[src/rtl/reg_file_id_if.sv]
`default_nettype none
// ============================================================================
// Module      : reg_file_id_if
// Description : Bundle of the WB write port, the ID read ports and the
//               debug dump stream for the ID-stage register file.
// Revision    : 1.0 - initial release
// ============================================================================
interface reg_file_id_if #(
   parameter int DATA_WIDTH = 32,
   parameter int ADDR_WIDTH = 5
);
   // WB write port
   logic                  RegWrite_WB;
   logic [ADDR_WIDTH-1:0] Write_Reg;
   logic [DATA_WIDTH-1:0] Write_Data;
   // ID read ports
   logic [ADDR_WIDTH-1:0] Read_Reg1;
   logic [ADDR_WIDTH-1:0] Read_Reg2;
   logic [DATA_WIDTH-1:0] Read_Data1;
   logic [DATA_WIDTH-1:0] Read_Data2;
   // Debug dump stream
   logic                  dump_start;
   logic                  dump_ready;
   logic                  dump_valid;
   logic [ADDR_WIDTH-1:0] dump_addr;
   logic [DATA_WIDTH-1:0] dump_data;
   logic                  dump_busy;
   logic                  dump_done;

   // Pipeline / debug side
   modport master (
      output RegWrite_WB, Write_Reg, Write_Data, Read_Reg1, Read_Reg2,
             dump_start, dump_ready,
      input  Read_Data1, Read_Data2, dump_valid, dump_addr, dump_data,
             dump_busy, dump_done
   );

   // Register file side
   modport slave (
      input  RegWrite_WB, Write_Reg, Write_Data, Read_Reg1, Read_Reg2,
             dump_start, dump_ready,
      output Read_Data1, Read_Data2, dump_valid, dump_addr, dump_data,
             dump_busy, dump_done
   );
endinterface
`default_nettype wire

[src/rtl/reg_file_id.sv]
`default_nettype none
// ============================================================================
// Module      : reg_file_id
// Description : ID-stage register file. Two combinational read ports with
//               same-cycle WB bypass, one synchronous WB write port, r0
//               hardwired to zero, and a handshaked engine that streams every
//               register to the debug unit.
// Revision    : 1.0 - initial release
// ============================================================================
module reg_file_id #(
   parameter int DATA_WIDTH = 32,
   parameter int ADDR_WIDTH = 5
) (
   input  wire logic     clk,
   input  wire logic     reset,
   reg_file_id_if.slave  bus
);

   localparam int                    DEPTH     = 2 ** ADDR_WIDTH;
   localparam logic [ADDR_WIDTH-1:0] LAST_ADDR = ADDR_WIDTH'(DEPTH - 1);

   typedef enum logic [1:0] {
      IDLE = 2'd0,
      SEND = 2'd1,
      DONE = 2'd2
   } state_t;

   logic [DATA_WIDTH-1:0] regs_q [DEPTH];
   logic [DATA_WIDTH-1:0] regs_d [DEPTH];

   state_t                state_q, state_d;
   logic                  dump_valid_q, dump_valid_d;
   logic [ADDR_WIDTH-1:0] dump_addr_q, dump_addr_d;
   logic [DATA_WIDTH-1:0] dump_data_q, dump_data_d;
   logic                  dump_busy_q, dump_busy_d;
   logic                  dump_done_q, dump_done_d;

   logic                  wr_en;
   logic                  dump_xfer;
   logic [ADDR_WIDTH-1:0] dump_addr_inc;

   // Value a register will hold after the current edge; r0 never bypasses.
   function automatic logic [DATA_WIDTH-1:0] post_edge_value(
      input logic [ADDR_WIDTH-1:0] idx,
      input logic                  we,
      input logic [ADDR_WIDTH-1:0] wa,
      input logic [DATA_WIDTH-1:0] wd
   );
      if (idx == '0)
         return '0;
      else if (we && (wa == idx))
         return wd;
      else
         return regs_q[idx];
   endfunction

   assign wr_en         = bus.RegWrite_WB && (bus.Write_Reg != '0);
   assign dump_xfer     = dump_valid_q && bus.dump_ready;
   assign dump_addr_inc = dump_addr_q + 1'b1;

   assign bus.Read_Data1 = post_edge_value(bus.Read_Reg1, bus.RegWrite_WB,
                                           bus.Write_Reg, bus.Write_Data);
   assign bus.Read_Data2 = post_edge_value(bus.Read_Reg2, bus.RegWrite_WB,
                                           bus.Write_Reg, bus.Write_Data);

   assign bus.dump_valid = dump_valid_q;
   assign bus.dump_addr  = dump_addr_q;
   assign bus.dump_data  = dump_data_q;
   assign bus.dump_busy  = dump_busy_q;
   assign bus.dump_done  = dump_done_q;

   // Next register contents: single WB write, writes to r0 dropped.
   always_comb begin
      regs_d = regs_q;
      if (wr_en)
         regs_d[bus.Write_Reg] = bus.Write_Data;
   end

   // Register array storage, cleared by reset.
   always_ff @(posedge clk or posedge reset) begin
      if (reset) begin
         for (int i = 0; i < DEPTH; i++)
            regs_q[i] <= '0;
      end else begin
         regs_q <= regs_d;
      end
   end

   // Dump FSM next state and registered stream outputs.
   always_comb begin
      state_d      = state_q;
      dump_valid_d = dump_valid_q;
      dump_addr_d  = dump_addr_q;
      dump_data_d  = dump_data_q;
      dump_busy_d  = dump_busy_q;
      dump_done_d  = 1'b0;
      case (state_q)
         IDLE: begin
            if (bus.dump_start) begin
               state_d      = SEND;
               dump_addr_d  = '0;
               dump_data_d  = '0;
               dump_valid_d = 1'b1;
               dump_busy_d  = 1'b1;
            end
         end
         SEND: begin
            if (dump_xfer) begin
               if (dump_addr_q == LAST_ADDR) begin
                  state_d      = DONE;
                  dump_valid_d = 1'b0;
                  dump_done_d  = 1'b1;
               end else begin
                  // Next word shows the register as it stands after this edge.
                  dump_addr_d = dump_addr_inc;
                  dump_data_d = post_edge_value(dump_addr_inc, bus.RegWrite_WB,
                                                bus.Write_Reg, bus.Write_Data);
               end
            end
         end
         DONE: begin
            state_d      = IDLE;
            dump_valid_d = 1'b0;
            dump_busy_d  = 1'b0;
            dump_addr_d  = '0;
            dump_data_d  = '0;
         end
         default: begin
            state_d      = IDLE;
            dump_valid_d = 1'b0;
            dump_busy_d  = 1'b0;
            dump_addr_d  = '0;
            dump_data_d  = '0;
         end
      endcase
   end

   // Dump FSM state and output registers; reset aborts any dump in flight.
   always_ff @(posedge clk or posedge reset) begin
      if (reset) begin
         state_q      <= IDLE;
         dump_valid_q <= 1'b0;
         dump_addr_q  <= '0;
         dump_data_q  <= '0;
         dump_busy_q  <= 1'b0;
         dump_done_q  <= 1'b0;
      end else begin
         state_q      <= state_d;
         dump_valid_q <= dump_valid_d;
         dump_addr_q  <= dump_addr_d;
         dump_data_q  <= dump_data_d;
         dump_busy_q  <= dump_busy_d;
         dump_done_q  <= dump_done_d;
      end
   end

endmodule
`default_nettype wire

[src/flat_wrapper.sv]
// flat-port wrapper written by rule: the top's interface ports become plain ports
module reg_file_id_flat 
#(
   parameter int DATA_WIDTH = 32,
   parameter int ADDR_WIDTH = 5
)
  (clk, reset, bus_RegWrite_WB, bus_Write_Reg, bus_Write_Data, bus_Read_Reg1, bus_Read_Reg2, bus_dump_start, bus_dump_ready, bus_Read_Data1, bus_Read_Data2, bus_dump_valid, bus_dump_addr, bus_dump_data, bus_dump_busy, bus_dump_done);
  reg_file_id_if #(.DATA_WIDTH(DATA_WIDTH), .ADDR_WIDTH(ADDR_WIDTH)) bus_i ();
  input  wire logic clk;
  input  wire logic reset;
  input wire logic [$bits(bus_i.RegWrite_WB)-1:0] bus_RegWrite_WB;
  input wire logic [$bits(bus_i.Write_Reg)-1:0] bus_Write_Reg;
  input wire logic [$bits(bus_i.Write_Data)-1:0] bus_Write_Data;
  input wire logic [$bits(bus_i.Read_Reg1)-1:0] bus_Read_Reg1;
  input wire logic [$bits(bus_i.Read_Reg2)-1:0] bus_Read_Reg2;
  input wire logic [$bits(bus_i.dump_start)-1:0] bus_dump_start;
  input wire logic [$bits(bus_i.dump_ready)-1:0] bus_dump_ready;
  output wire logic [$bits(bus_i.Read_Data1)-1:0] bus_Read_Data1;
  output wire logic [$bits(bus_i.Read_Data2)-1:0] bus_Read_Data2;
  output wire logic [$bits(bus_i.dump_valid)-1:0] bus_dump_valid;
  output wire logic [$bits(bus_i.dump_addr)-1:0] bus_dump_addr;
  output wire logic [$bits(bus_i.dump_data)-1:0] bus_dump_data;
  output wire logic [$bits(bus_i.dump_busy)-1:0] bus_dump_busy;
  output wire logic [$bits(bus_i.dump_done)-1:0] bus_dump_done;
  assign bus_i.RegWrite_WB = bus_RegWrite_WB;
  assign bus_i.Write_Reg = bus_Write_Reg;
  assign bus_i.Write_Data = bus_Write_Data;
  assign bus_i.Read_Reg1 = bus_Read_Reg1;
  assign bus_i.Read_Reg2 = bus_Read_Reg2;
  assign bus_i.dump_start = bus_dump_start;
  assign bus_i.dump_ready = bus_dump_ready;
  assign bus_Read_Data1 = bus_i.Read_Data1;
  assign bus_Read_Data2 = bus_i.Read_Data2;
  assign bus_dump_valid = bus_i.dump_valid;
  assign bus_dump_addr = bus_i.dump_addr;
  assign bus_dump_data = bus_i.dump_data;
  assign bus_dump_busy = bus_i.dump_busy;
  assign bus_dump_done = bus_i.dump_done;
  reg_file_id #(.DATA_WIDTH(DATA_WIDTH), .ADDR_WIDTH(ADDR_WIDTH)) u_core (.clk(clk), .reset(reset), .bus(bus_i));
endmodule
[config.mk]
export PLATFORM = sky130hd
export DESIGN_NAME = reg_file_id_flat
export DESIGN_NICKNAME = d
export VERILOG_FILES = /design/src/rtl/reg_file_id_if.sv /design/src/rtl/reg_file_id.sv /design/src/flat_wrapper.sv
export SDC_FILE = /design/constraint.sdc
export NUM_CORES = 2
export LEC_CHECK = 0
export CORE_AREA = 2 2 396 398
export CTS_BUF_LIST = sky130_fd_sc_hd__clkbuf_8
export CTS_CLUSTER_DIAMETER = 60
export DETAILED_ROUTE_END_ITERATION = 10
export DIE_AREA = 0 0 398 400
export PLACE_DENSITY_LB_ADDON = 0.3
export RECOVER_POWER = 25
export SYNTH_ARGS = -nofsm -noshare
export SYNTH_HDL_FRONTEND = slang
export SYNTH_SLANG_ARGS = --single-unit
[constraint.sdc]
create_clock -name clk -period 55.8 [get_ports clk]
set_input_delay 13.95 -clock clk [delete_from_list [all_inputs] [get_ports clk]]
set_output_delay 13.95 -clock clk [all_outputs]
set_load 0.05 [all_outputs]
==> out/results.txt <==
largest net degree at the start of global routing = 176
share of synthesized registers carrying an async set or reset = 100%
number of placed instances with taps included = 6339
Max Freq = 30.5 MHz
drt first-iter violations = 5197
post-synthesis sequential element count = 1065
sequential-to-total area share from yosys stat = 40.3%
Vias = 46100
first-pass GRT wire length = 338000 um
critical path arrival = 18.82 ns
total of warnings raised by yosys = 0
clock-pin slew of the registers on the worst-case setup and hold paths = 0.06 ns
fin cells = 6682
post-layout min period = 32.77 ns
Post-Route Skew = 0.0450 ns
slowest stage delay, CP = 0.97 ns
Final Cell Area = 72700 um2
family with the most delay on the worst path = buffers and inverters
endpoint kind of the worst setup timing path = output port
critical path buffer and inverter count = 4
cell types with the highest counts after synthesis = 1065 x sky130_fd_sc_hd__dfrtp_1, 1006 x sky130_fd_sc_hd__mux2_2, 766 x sky130_fd_sc_hd__mux4_2, 353 x sky130_fd_sc_hd__mux2i_1, 290 x sky130_fd_sc_hd__clkbuf_1
worst-case clock buffer depth = 3
initial antenna violation count = 14
number of clock buffers inserted by TritonCTS = 186
number of port buffers = 155
fraction of final layout cells sized beyond drive strength 1 = 48.4%
total overflow reported by the global router = 0
average detailed-routed wire length per instance = 35.0 um
cell breakdown of the critical path = buf_8, buf_4, buf_12, mux2i_1, a221oi_1, a21oi_1, o32ai_1, clkdlybuf4s50_1
path class of the lowest-slack min-delay path = flop to flop
Cells after Synth = 4546
final hold vios = 0
hold_buf cts = 0
fraction of post-synthesis cell area in the top cell type by area = 40.3%
number of maximum-capacitance constraint violations = 13
Fin Setup TNS = 0 ns
standard cell area after detailed placement = 68900 um2
via count of the first global-routing pass = 46000
per-instance average area after synthesis = 14.5 um2
fillers = 13600
first-pass detailed-route iteration total = 5
Std-Cell Core Area = 155000 um2
number of enable-type register cells in the synthesized netlist = 0
number of top-level pins = 156
Cell Rows = 145
period utilisation layout = 58.7%
total length of routed wires = 234000 um
most repeated cell in the gate-level netlist after synthesis = sky130_fd_sc_hd__dfrtp_1
Netlist cell types = 65
post-route DRC violation count = 0
required time reported for the critical path endpoint = 41.85 ns
static power due to leakage = 30.2 nW
CTS sink count = 1065
startpoint-to-endpoint class of the critical path = input port to output port
biggest area consumer among synthesized cells = sky130_fd_sc_hd__dfrtp_1
relative slew slack = -278%
die width = 398 um
worst IR drop on VDD = 55.7 uV
height of the chip = 400 um
cell chosen for the clock root = sky130_fd_sc_hd__clkbuf_8
synthesized netlist net count = 4601
depth of the CTS H-tree = 4
combined area of all synthesized cells = 66100 um2
leading post-synthesis cells by cell area = sky130_fd_sc_hd__dfrtp_1 40%, sky130_fd_sc_hd__mux4_2 26%, sky130_fd_sc_hd__mux2_2 17%, sky130_fd_sc_hd__mux2i_1 5.3%, sky130_fd_sc_hd__clkbuf_1 1.6%
post-DR vias/cell = 6.90
Worst Setup Start Kind = input port
number of gates given a new drive strength after cts = 0
total of endpoints with negative setup slack in the final report = 0
Clock Latency Late Sink = 0.94 ns
critical path fanouts, max = 98
net count of the finished layout = 4524
result of the run = finished, violations left
overall fraction of global-route tracks in use = 29.4%
RSZ-0062 raised after global routing = false
Final ANT Viol Nets = 0
area added between synthesis and finish = 10.0%
total die area = 159000 um2
actual transition at the worst max-transition pin = 5.64 ns
highest-delay cell along the critical path = sky130_fd_sc_hd__clkdlybuf4s50_1
Max Slew Vio Count = 550
ys flop type = sky130_fd_sc_hd__dfrtp_1
effective utilization at floorplan = 42.6%
routability cong. = 0.833
clock tree from TritonCTS = done
half-perimeter wire length of the detailed placement result = 128000 um
violations in the final reports = max-capacitance violations, max-slew violations
pwr/cell area = 40.7 nW/um2
setup repair bufs after CTS = 0
layout by cell type, fill, tap and decap left out, types with 9 or more instances in the layout:
cell	instances
sky130_fd_sc_hd__o22ai_1	18
sky130_fd_sc_hd__clkdlybuf4s50_1	139
sky130_fd_sc_hd__nor3_1	131
sky130_fd_sc_hd__mux2_2	1006
sky130_fd_sc_hd__buf_4	114
sky130_fd_sc_hd__a22oi_1	42
sky130_fd_sc_hd__nand2_1	68
sky130_fd_sc_hd__mux4_2	766
sky130_fd_sc_hd__nor2_1	101
sky130_fd_sc_hd__nand3_1	16
sky130_fd_sc_hd__clkinv_2	24
sky130_fd_sc_hd__inv_1	57
sky130_fd_sc_hd__a221o_1	15
sky130_fd_sc_hd__nand2_4	13
sky130_fd_sc_hd__xor2_1	9
sky130_fd_sc_hd__a21oi_1	65
sky130_fd_sc_hd__clkbuf_8	242
sky130_fd_sc_hd__dfrtp_1	1064
sky130_fd_sc_hd__mux2i_1	353
sky130_fd_sc_hd__o21ai_0	101
sky130_fd_sc_hd__a221oi_1	32
sky130_fd_sc_hd__nor4_1	32
sky130_fd_sc_hd__a211oi_1	35
power breakdown:
part / internal, mW / switching, mW / total [mW]
logic: 0.552 / 0.562 / 1.11
registers: 0.922 / 0.156 / 1.08
clock network: 0.410 / 0.356 / 0.766
per-layer routing:
| metal | track usage, % | vias to the layer above | share of wire, % |
|---|---|---|---|
| met2 | 43.5 | 2778 | 45 |
| met5 | 0 | - | 0.020 |
| met1 | 40.2 | 24800 | 40 |
| li1 | - | 17900 | - |
| met4 | 13.0 | 8 | 4.6 |
| met3 | 8.56 | 584 | 10 |
worst paths after layout:
path,cells after the start,slack [ns],endpoint,start
max,8,23.03,bus_Read_Data2[2],bus_Read_Reg2[0]
min,0,0.41,u_core.regs_q[1007]$_DFFE_PP0P_,u_core.regs_q[1007]$_DFFE_PP0P_
max reg2reg,10,50.43,u_core.bus.dump_data[9]$_DFFE_PP0P_,u_core.bus.dump_addr[0]$_DFFE_PP0P_
min reg2reg,0,0.41,u_core.regs_q[1007]$_DFFE_PP0P_,u_core.regs_q[1007]$_DFFE_PP0P_
max in group asynchronous,5,34.20,u_core.regs_q[806]$_DFFE_PP0P_,reset
min in group asynchronous,2,15.27,u_core.regs_q[117]$_DFFE_PP0P_,reset
worst reg2reg max path: stages (launching register included):
cell and delay, ns:
sky130_fd_sc_hd__dfrtp_4 0.93, sky130_fd_sc_hd__ha_1 0.53, sky130_fd_sc_hd__and3_1 0.27, sky130_fd_sc_hd__ha_4 0.43
sky130_fd_sc_hd__buf_4 0.86, sky130_fd_sc_hd__xnor2_1 0.24, sky130_fd_sc_hd__and4_1 0.24, sky130_fd_sc_hd__and3_2 0.77
sky130_fd_sc_hd__buf_4 0.63, sky130_fd_sc_hd__nor3_1 0.22, sky130_fd_sc_hd__a22oi_1 0.18
final cells by class:
type,instances,area (um2),area share (%)
Clock inverter,96,599,0.824
Tap cell,2058,2570,3.54
Sequential cell,1065,26700,36.7
Inverter,10,46.3,0.0637
Antenna cell,6,15.0,0.0206
Clock buffer,241,3320,4.56
Multi-Input combinational cell,2931,37000,50.9
Timing Repair Buffer,275,2490,3.42
metrics by stage:
step	hold slack [ns]	power [mW]	util, %	worst slack [ns]
after floorplan	0.457	1.87	-	11.87
after global placement	0.395	2.17	44.4	22.95
after detailed placement	0.405	2.19	44.4	22.98
after CTS	0.418	2.96	46.9	22.99
after global routing	0.431	3.08	46.9	22.80
final	0.413	2.96	46.9	23.03
sequential cells by signal, summed over array words and instances (netlist names):
name / count
u_core.bus.dump_addr: 5
u_core.bus.dump_done: 1
u_core.regs_q: 1024
u_core.bus.dump_busy: 1
u_core.bus.dump_data: 32
u_core.state_q: 2
kinds of logic (layout without fill, tap and decap cells):
| family | after synthesis | after routing | share of synthesized area (%) |
|---|---|---|---|
| fa+ha+maj | 3 | 3 | 0.0568 |
| mux | 2125 | 2125 | 48.6 |
| xor+xnor | 19 | 19 | 0.275 |
| buf+inv | 550 | 622 | 4.06 |
| compound gates | 354 | 354 | 3.52 |
| flops | 1065 | 1065 | 40.3 |
| simple gates | 430 | 430 | 3.15 |
| other cells | 0 | 6 | 0 |
No activity file was read; power rests on OpenSTA's default activity.
